### config.mk
export PLATFORM = sky130hd
export DESIGN_NAME = csr_timer_flat
export DESIGN_NICKNAME = d
export VERILOG_FILES = /design/src/rtl/csr_timer_pkg.sv /design/src/rtl/csr_timer_if.sv /design/src/rtl/csr_timer_stable_counter.sv /design/src/rtl/csr_timer.sv /design/src/flat_wrapper.sv
export SDC_FILE = /design/constraint.sdc
export NUM_CORES = 1
export LEC_CHECK = 0
export ABC_AREA = 1
export CORE_AREA = 2 2 112 114
export CTS_CLUSTER_SIZE = 14
export DETAILED_ROUTE_END_ITERATION = 16
export DIE_AREA = 0 0 114 116
export PLACE_DENSITY = 0.9
export SLEW_MARGIN = 10
export SYNTH_ARGS = -nofsm -noshare
export SYNTH_HDL_FRONTEND = slang
export SYNTH_HIERARCHICAL = 1
export SYNTH_SLANG_ARGS = --single-unit
### constraint.sdc
create_clock -name aclk -period 6.2 [get_ports aclk]
set_input_delay 1.86 -clock aclk [delete_from_list [all_inputs] [get_ports aclk]]
set_output_delay 1.86 -clock aclk [all_outputs]
set_load 0.01 [all_outputs]
### src/rtl/csr_timer_pkg.sv
// Shared CSR definitions for the constant timer: addresses, TCFG field
// layout, write/read masks and the read-address decode helper.
package cpuDefine;

  localparam int TIMESIZE = 12;

  localparam logic [13:0] TCFG  = 14'h041;
  localparam logic [13:0] TVAL  = 14'h042;
  localparam logic [13:0] TICLR = 14'h044;

  localparam int TCFG_EN_BIT       = 0;
  localparam int TCFG_PERIODIC_BIT = 1;
  localparam int TCFG_INITVAL_LSB  = 2;

  function automatic logic [31:0] lo_mask(int w);
    if (w >= 32) return '1;
    return (32'h1 << w) - 32'h1;
  endfunction

  localparam logic [31:0] TCFG_WM  = lo_mask(TIMESIZE + 2);
  localparam logic [31:0] TCFG_RM  = TCFG_WM;
  localparam logic [31:0] TVAL_RM  = lo_mask(TIMESIZE);
  localparam logic [31:0] TICLR_RM = '0;

  typedef enum logic [1:0] {
    SEL_NONE,
    SEL_TCFG,
    SEL_TVAL,
    SEL_TICLR
  } csr_sel_e;

  function automatic csr_sel_e csr_sel(logic [13:0] a);
    csr_sel_e s;
    s = SEL_NONE;
    if (a == TCFG) s = SEL_TCFG;
    else if (a == TVAL) s = SEL_TVAL;
    else if (a == TICLR) s = SEL_TICLR;
    return s;
  endfunction

endpackage

### src/rtl/csr_timer_if.sv
// CSR write/read port between the WB-stage CsrCtrl and the timer unit,
// plus the timer interrupt and stable-counter outputs.
interface csr_timer_if;
  logic        csr_wen;
  logic [13:0] csr_waddr;
  logic [31:0] csr_wdata;
  logic [31:0] csr_wmask;
  logic [13:0] csr_raddr;
  logic [31:0] csr_rdata;
  logic        csr_rhit;
  logic        timer_int;
  logic [63:0] stable_cnt;

  modport master (
    output csr_wen, csr_waddr, csr_wdata, csr_wmask, csr_raddr,
    input  csr_rdata, csr_rhit, timer_int, stable_cnt
  );

  modport slave (
    input  csr_wen, csr_waddr, csr_wdata, csr_wmask, csr_raddr,
    output csr_rdata, csr_rhit, timer_int, stable_cnt
  );
endinterface

### src/rtl/csr_timer_stable_counter.sv
// Free-running wrap-around counter behind rdcntvl.w / rdcntvh.w.
module stable_counter #(
  parameter int CNT_WIDTH = 64
) (
  input  logic                 i_clk,
  input  logic                 i_rst,
  output logic [CNT_WIDTH-1:0] o_cnt
);

  logic [CNT_WIDTH-1:0] r_cnt;

  always_ff @(posedge i_clk or posedge i_rst) begin
    if (i_rst) r_cnt <= '0;
    else       r_cnt <= r_cnt + CNT_WIDTH'(1);
  end

  assign o_cnt = r_cnt;

endmodule

### src/rtl/csr_timer.sv
// Constant timer (TCFG/TVAL/TICLR) with registered interrupt flag,
// and the stable counter instance.
module csr_timer #(
  parameter int TIMESIZE  = cpuDefine::TIMESIZE,
  parameter int CNT_WIDTH = 64
) (
  input  logic        aclk,
  input  logic        areset,
  csr_timer_if.slave  bus
);
  import cpuDefine::*;

  localparam int TW = TIMESIZE + 2;

  logic [TW-1:0]       r_tcfg;
  logic [TIMESIZE-1:0] r_tval;
  logic                r_ti;

  logic                 w_tcfg_wr;
  logic                 w_ticlr_wr;
  logic                 w_ti_clr;
  logic [TW-1:0]        w_wmask;
  logic [TW-1:0]        w_wdata;
  logic [TW-1:0]        w_tcfg_new;
  logic                 w_en;
  logic                 w_per;
  logic [TIMESIZE-1:0]  w_init;
  logic                 w_expire;
  csr_sel_e             w_rsel;
  logic [31:0]          w_rdata;
  logic [CNT_WIDTH-1:0] w_cnt;

  assign w_tcfg_wr  = bus.csr_wen && (bus.csr_waddr == TCFG);
  assign w_ticlr_wr = bus.csr_wen && (bus.csr_waddr == TICLR);
  assign w_ti_clr   = w_ticlr_wr && bus.csr_wdata[0] && bus.csr_wmask[0];

  // Bits above InitVal are not stored, so truncation is the write mask.
  assign w_wmask    = bus.csr_wmask[TW-1:0];
  assign w_wdata    = bus.csr_wdata[TW-1:0];
  assign w_tcfg_new = (r_tcfg & ~w_wmask) | (w_wdata & w_wmask);

  assign w_en   = r_tcfg[TCFG_EN_BIT];
  assign w_per  = r_tcfg[TCFG_PERIODIC_BIT];
  assign w_init = r_tcfg[TCFG_INITVAL_LSB +: TIMESIZE];

  // A TCFG write in the expiry cycle takes over TVAL and suppresses TI.
  assign w_expire = !w_tcfg_wr && w_en &&
                    (r_tval == TIMESIZE'(1));

  always_ff @(posedge aclk or posedge areset) begin
    if (areset) begin
      r_tcfg <= '0;
      r_tval <= '0;
      r_ti   <= 1'b0;
    end else begin
      if (w_tcfg_wr) begin
        r_tcfg <= w_tcfg_new;
        r_tval <= w_tcfg_new[TCFG_INITVAL_LSB +: TIMESIZE];
      end else if (w_en && (r_tval != '0)) begin
        if (w_expire) r_tval <= w_per ? w_init : '0;
        else          r_tval <= r_tval - TIMESIZE'(1);
      end
      if (w_expire)      r_ti <= 1'b1;
      else if (w_ti_clr) r_ti <= 1'b0;
    end
  end

  assign w_rsel = csr_sel(bus.csr_raddr);

  always_comb begin
    w_rdata = '0;
    unique case (w_rsel)
      SEL_TCFG: w_rdata = 32'(r_tcfg);
      SEL_TVAL: w_rdata = 32'(r_tval);
      default:  w_rdata = '0;
    endcase
  end

  stable_counter #(
    .CNT_WIDTH (CNT_WIDTH)
  ) u_stable_counter (
    .i_clk (aclk),
    .i_rst (areset),
    .o_cnt (w_cnt)
  );

  assign bus.csr_rdata  = w_rdata;
  assign bus.csr_rhit   = (w_rsel != SEL_NONE);
  assign bus.timer_int  = r_ti;
  assign bus.stable_cnt = 64'(w_cnt);

endmodule

### src/flat_wrapper.sv
// flat-port wrapper written by rule: the top's interface ports become plain ports
module csr_timer_flat import cpuDefine::*;
#(
  parameter int TIMESIZE  = cpuDefine::TIMESIZE,
  parameter int CNT_WIDTH = 64
)
  (aclk, areset, bus_csr_wen, bus_csr_waddr, bus_csr_wdata, bus_csr_wmask, bus_csr_raddr, bus_csr_rdata, bus_csr_rhit, bus_timer_int, bus_stable_cnt);
  csr_timer_if bus_i ();
  input  logic aclk;
  input  logic areset;
  input wire logic [$bits(bus_i.csr_wen)-1:0] bus_csr_wen;
  input wire logic [$bits(bus_i.csr_waddr)-1:0] bus_csr_waddr;
  input wire logic [$bits(bus_i.csr_wdata)-1:0] bus_csr_wdata;
  input wire logic [$bits(bus_i.csr_wmask)-1:0] bus_csr_wmask;
  input wire logic [$bits(bus_i.csr_raddr)-1:0] bus_csr_raddr;
  output wire logic [$bits(bus_i.csr_rdata)-1:0] bus_csr_rdata;
  output wire logic [$bits(bus_i.csr_rhit)-1:0] bus_csr_rhit;
  output wire logic [$bits(bus_i.timer_int)-1:0] bus_timer_int;
  output wire logic [$bits(bus_i.stable_cnt)-1:0] bus_stable_cnt;
  assign bus_i.csr_wen = bus_csr_wen;
  assign bus_i.csr_waddr = bus_csr_waddr;
  assign bus_i.csr_wdata = bus_csr_wdata;
  assign bus_i.csr_wmask = bus_csr_wmask;
  assign bus_i.csr_raddr = bus_csr_raddr;
  assign bus_csr_rdata = bus_i.csr_rdata;
  assign bus_csr_rhit = bus_i.csr_rhit;
  assign bus_timer_int = bus_i.timer_int;
  assign bus_stable_cnt = bus_i.stable_cnt;
  csr_timer #(.TIMESIZE(TIMESIZE), .CNT_WIDTH(CNT_WIDTH)) u_core (.aclk(aclk), .areset(areset), .bus(bus_i));
endmodule
; ---- Yosys cells after proc, flatten, opt, wreduce, memory -nomap -nowiden
; Index checks and enable logic that the tools add are counted.
[classes]
n_addsub = 2
eq_ne = 8
muxes = 10
bitwise_logic = 4
n_reduce_logical = 12
[ops]
columns = operator, n
row1 = equality test 14 x 7 -> 1 bit (second input constant), 5
row2 = adder 64 x 1 -> 64 bit (second input constant), 1
row3 = 2-to-1 mux 12 bit, 4
row4 = AND 14 bit, 2
row5 = case mux 14 bit (2 select lines), 1
row6 = inverter 14 bit, 1
row7 = OR 14 bit, 1
row8 = equality test 12 x 1 -> 1 bit (second input constant), 1
row9 = nonzero test 12 bit, 1
row10 = subtractor 12 x 1 -> 12 bit (second input constant), 1
row11 = logical AND 1 bit, 7
row12 = 2-to-1 mux 2 bit, 3
row13 = nonzero test 2 bit, 3
row14 = equality test 2 x 1 -> 1 bit (second input constant), 1
row15 = equality test 2 bit (second input constant), 1
row16 = 2-to-1 mux 1 bit, 2
row17 = zero test 1 bit, 1
[totals]
register_bits = 91
in_bits = 95
output_inout_bits = 98
word_cells = 40

; ---- Logic depth before layout (Yosys ltp)
[logic_depth]
word_depth = 8
depth_mapped = 13
ltp_nobuf = 12

; ---- Hierarchy
; Netlist, hierarchy kept.
[modules_own_cells]
columns = module, n_inst, cells_each, area_per_inst_um2
row1 = stable_counter, 1, 516, 3721.1
row2 = csr_timer, 1, 353, 2302.2

; ---- Worst setup path before layout
; Ideal clock, no wire load.
[synth_path]
kind = input to output
startpoint = in bus_csr_raddr[11]
endpoint = out bus_csr_rdata[0]
t_arrival_ps = 2872
required_time_ps = 4340
path_slack_ps = 1468
cell_stages = 7
n_path_buf = 1
cell_sequence = nor2_1 -> nand2_1 -> nor3b_1 -> and2_2 -> nand2_1 -> buf_2 -> o21ai_0
[synth_via]
elab_chain_len = 6
word_cells_on_any_way = 9
classes_between = 5 x eq/ne / 4 x mux
[synth_lines]
columns = element, line_no
row1 = "start, declared", flat_wrapper.sv:15  ; input wire logic [$bits(bus_i.csr_raddr)-1:0] bus_csr_raddr;
row2 = equality test 14 x 7 -> 1 bit, csr_timer_pkg.sv:37  ; else if (a == TICLR) s = SEL_TICLR;
row3 = 2-to-1 mux 2 bit, csr_timer_pkg.sv:37
row4 = 2-to-1 mux 2 bit, csr_timer_pkg.sv:36  ; else if (a == TVAL) s = SEL_TVAL;
row5 = 2-to-1 mux 2 bit (*), csr_timer_pkg.sv:35  ; if (a == TCFG) s = SEL_TCFG;
row6 = equality test 2 bit or equality test 2 x 1 -> 1 bit (tied branches), csr_timer.sv:72  ; unique case (w_rsel)
row7 = case mux 14 bit (2 select lines) (*), csr_timer.sv:72
row8 = "end, declared", flat_wrapper.sv:16  ; output wire logic [$bits(bus_i.csr_rdata)-1:0] bus_csr_rdata;
; Mark *: on every way between the ends. The rest lies on a longest branch, timed or not.

; ---- Worst setup path in the final report
[layout_path]
startpoint = in bus_csr_raddr[3]
endpoint = out bus_csr_rdata[2]
; Same word-level chain as after synthesis.

==> out/qor.yml <==
floorplan:
  core_area_um2: 11900
  die_x_um: 114
  rows: 40
  ios: 193
  start_util_pct: 50.6
  die_h_um: 116
  dieArea_um2: 13200
setup_path:
  worst_setup_path_end_kind: "output pin"
  path_cells: "clkdlybuf4s50_1, nor4_1, nand2_1, o21ai_0, clkdlybuf4s50_1"
  critPathMaxStageDelay_ns: 0.59
  path_buf_inv: 2
  crit_type: "in -> out"
  critPathSlowestCell: "clkdlybuf4s50_1"
  critPathArrivalTime_ns: 4.07
  crit_top_cell: "clkdlybuf4s50_1"
  critical_path_required_ns: 4.34
  start_kind: "input pin"
  path_max_fanout: 15
  crit_family: "buffers and inverters"
clock_network:
  clock_tree.buffer_depth: 2
  numCtsBuffers: 9
  cts_resized: 0
  postCtsSetupBuffers: 0
  cts_tree: "built"
  clockRootBuffer: "clkbuf_16"
  clock_latency_ns: 0.34
  clkSinkCount: 91
  cts_hold_buf: 0
  clk_pin_slew_worst_paths_ns: 0.06
  h-tree-depth: 3
power_and_ir_drop:
  leakage_nw: 3.49
  p_per_area_nw_per_um2: 176
  ir_drop_uv: 95.7
place:
  preCtsSetupSlack_ns: 0.252
  post-place-cells: 1148
  place_congestion: 0.949
  dp_hpwl_mm: 13.7
  port-buffer-count: 138
layout:
  area_growth_pct: 28.9
  final_cell_mix: "nand2_1 (275), nor2_1 (149), clkdlybuf4s50_1 (138)"
  num_antenna_cells: 0
  fin_cells: 1163
  mostFrequentLayoutCell: "nand2_1"
  num-fill-cells: 1027
  drive_gt1_share_pct: 7.38
  final_nets: 1111
  regArea_um2: 2280
  multiInputGateArea_um2: 3280
route:
  viasPerCell: 5.29
  first_pass_iters: 6
  drc: 0
  wire_per_inst_um: 15.3
  drt-total-wl_mm: 17.8
  drtIter0Drc: 515
  ant_nets: 0
  dr_total_vias: 6155
timing:
  period_needed_ns: 5.93
  fin_skew_ns: 0.00644
  max-slew-margin-rel_pct: 29.7
  period_share_pct: 95.6
  worstMarginPinSlew_ns: 1.05
  rsz0062_at_grt: "false"
  fmax_mhz: 169
  setup_viol: 0
  slew_violations: 0
  setup_slack_ns: 0.275
  hold_viol: 0
  tns_ns: 0
min_path:
  hold_path.class: "reg -> reg"
logic_synthesis:
  yosys-top-cells-area: "dfrtp_1 (38%), nand2_1 (17%), nor2_1 (9.3%)"
  syn_area_per_cell_um2: 6.93
  yosys.area.top_type: "dfrtp_1"
  synth_area_um2: 6020
  synth.yosys.warnings: 6
  synth-seq-area-share_pct: 37.8
  synth_edf_count: 0
  yosysUniqueCellTypes: 37
  synth.ff_latch_count: 91
  synth_ff_type: "dfrtp_1"
  syn_inst: 869
  ys_async_sr_fraction_pct: 100
  yosysTopAreaCellShare_pct: 37.8
global_routing:
  grt-ovfl-total: 0
  grt_pass1_wl_mm: 28.5
  grt_pass1_vias: 5795
  antenna_found_initial: 0
  grt_util_all_layers_pct: 27.5
  grt_max_degree: 65
outcome:
  status: "completed"
run:
  maxCapViolations: 0
## tightest hold or removal path, stage by stage, from the launching register on
cell and delay [ns]:
dfrtp_1 0.34, nand2_1 0.07, nand2_1 0.06
## sequential cells by signal (all words and copies together) (netlist names), named ones only
register                       cells
u_core/u_stable_counter/o_cnt     64
u_core/r_tcfg                     12
u_core/r_tval                     12
u_core/bus.timer_int               1
## metal layers
layer / global-route usage, % / vias to the layer above / wire, µm
met2: 46.3 / 288 / 8500
li1: - / 2982 / -
met1: 35.9 / 2858 / 7510
met5: 0 / - / 0
met4: 10.0 / 0 / 350
met3: 4.71 / 27 / 1460
## kinds of logic (layout without fill, tap and decap cells)
group / after synthesis / after routing / synth area share [%]
AOI/OAI and AO/OA: 66 / 66 / 5.69
DFF: 91 / 91 / 37.8
xor gates and xnor gates: 34 / 34 / 4.94
buffers and inverters: 117 / 247 / 8.79
and+or+nand+nor: 556 / 556 / 41.9
adders and majority gates: 4 / 4 / 0.831
other: 1 / 18 / 0.0623
## cell usage after synthesis, types with 2 or more instances
cell type	instances
nor2_1	149
buf_4	19
nand4_1	32
nor2_4	7
o21ai_1	14
inv_2	5
ha_1	4
a21oi_1	4
buf_2	5
nor2_8	4
nand2_4	8
nand3_1	38
nand2_1	275
nor4_1	2
xnor2_1	20
nor2_2	15
a21oi_2	2
inv_1	84
o21ai_0	44
dfrtp_1	91
nand2_2	14
xor2_1	14
nand3b_1	4
nor3_1	2
## final cells by class
class | count | area share (%)
flip-flops and latches | 91 | 29.3
well taps | 147 | 2.37
clock buffers | 13 | 3.09
multi-input cells | 678 | 42.2
clock inverters | 2 | 0.483
inverters | 91 | 4.41
repair buffers | 141 | 18.1
## worst paths after layout
kind | startpoint | end | slack [ns] | depth (start not counted)
worst max-delay path | bus_csr_raddr[3] | bus_csr_rdata[2] | 0.27 | 5
worst min-delay path | u_core/r_tcfg[12]$_DFFE_PP0P_ | u_core/r_tcfg[12]$_DFFE_PP0P_ | 0.50 | 2
worst max register to register | u_core/r_tval[0]$_DFFE_PP0P_ | u_core/r_tval[7]$_DFFE_PP0P_ | 4.15 | 11
worst min register to register | u_core/r_tcfg[12]$_DFFE_PP0P_ | u_core/r_tcfg[12]$_DFFE_PP0P_ | 0.50 | 2
max in group asynchronous | areset | u_core/r_tcfg[3]$_DFFE_PP0P_ | 3.42 | 2
min in group asynchronous | areset | u_core/u_stable_counter/o_cnt[17]$_DFF_PP0_ | 2.11 | 3
## through the flow
step           power (W)  hold WS, ns  cell area, µm²  utilization, %
2_1_floorplan   0.000771        0.462            6090               -
3_3_place_gp    0.000833        0.485            7490            62.9
3_5_place_dp    0.000837        0.494            7490            62.9
4_1_cts          0.00137        0.510            7770            65.2
5_1_grt          0.00143        0.541            7770            65.2
6_report         0.00136        0.503            7770            65.2
## where the power goes
part           internal [W]  switching [W]
sequential         0.000618      0.0000445
clock              0.000311       0.000217
combinational     0.0000757      0.0000968
(Power assumes the default switching activity.)
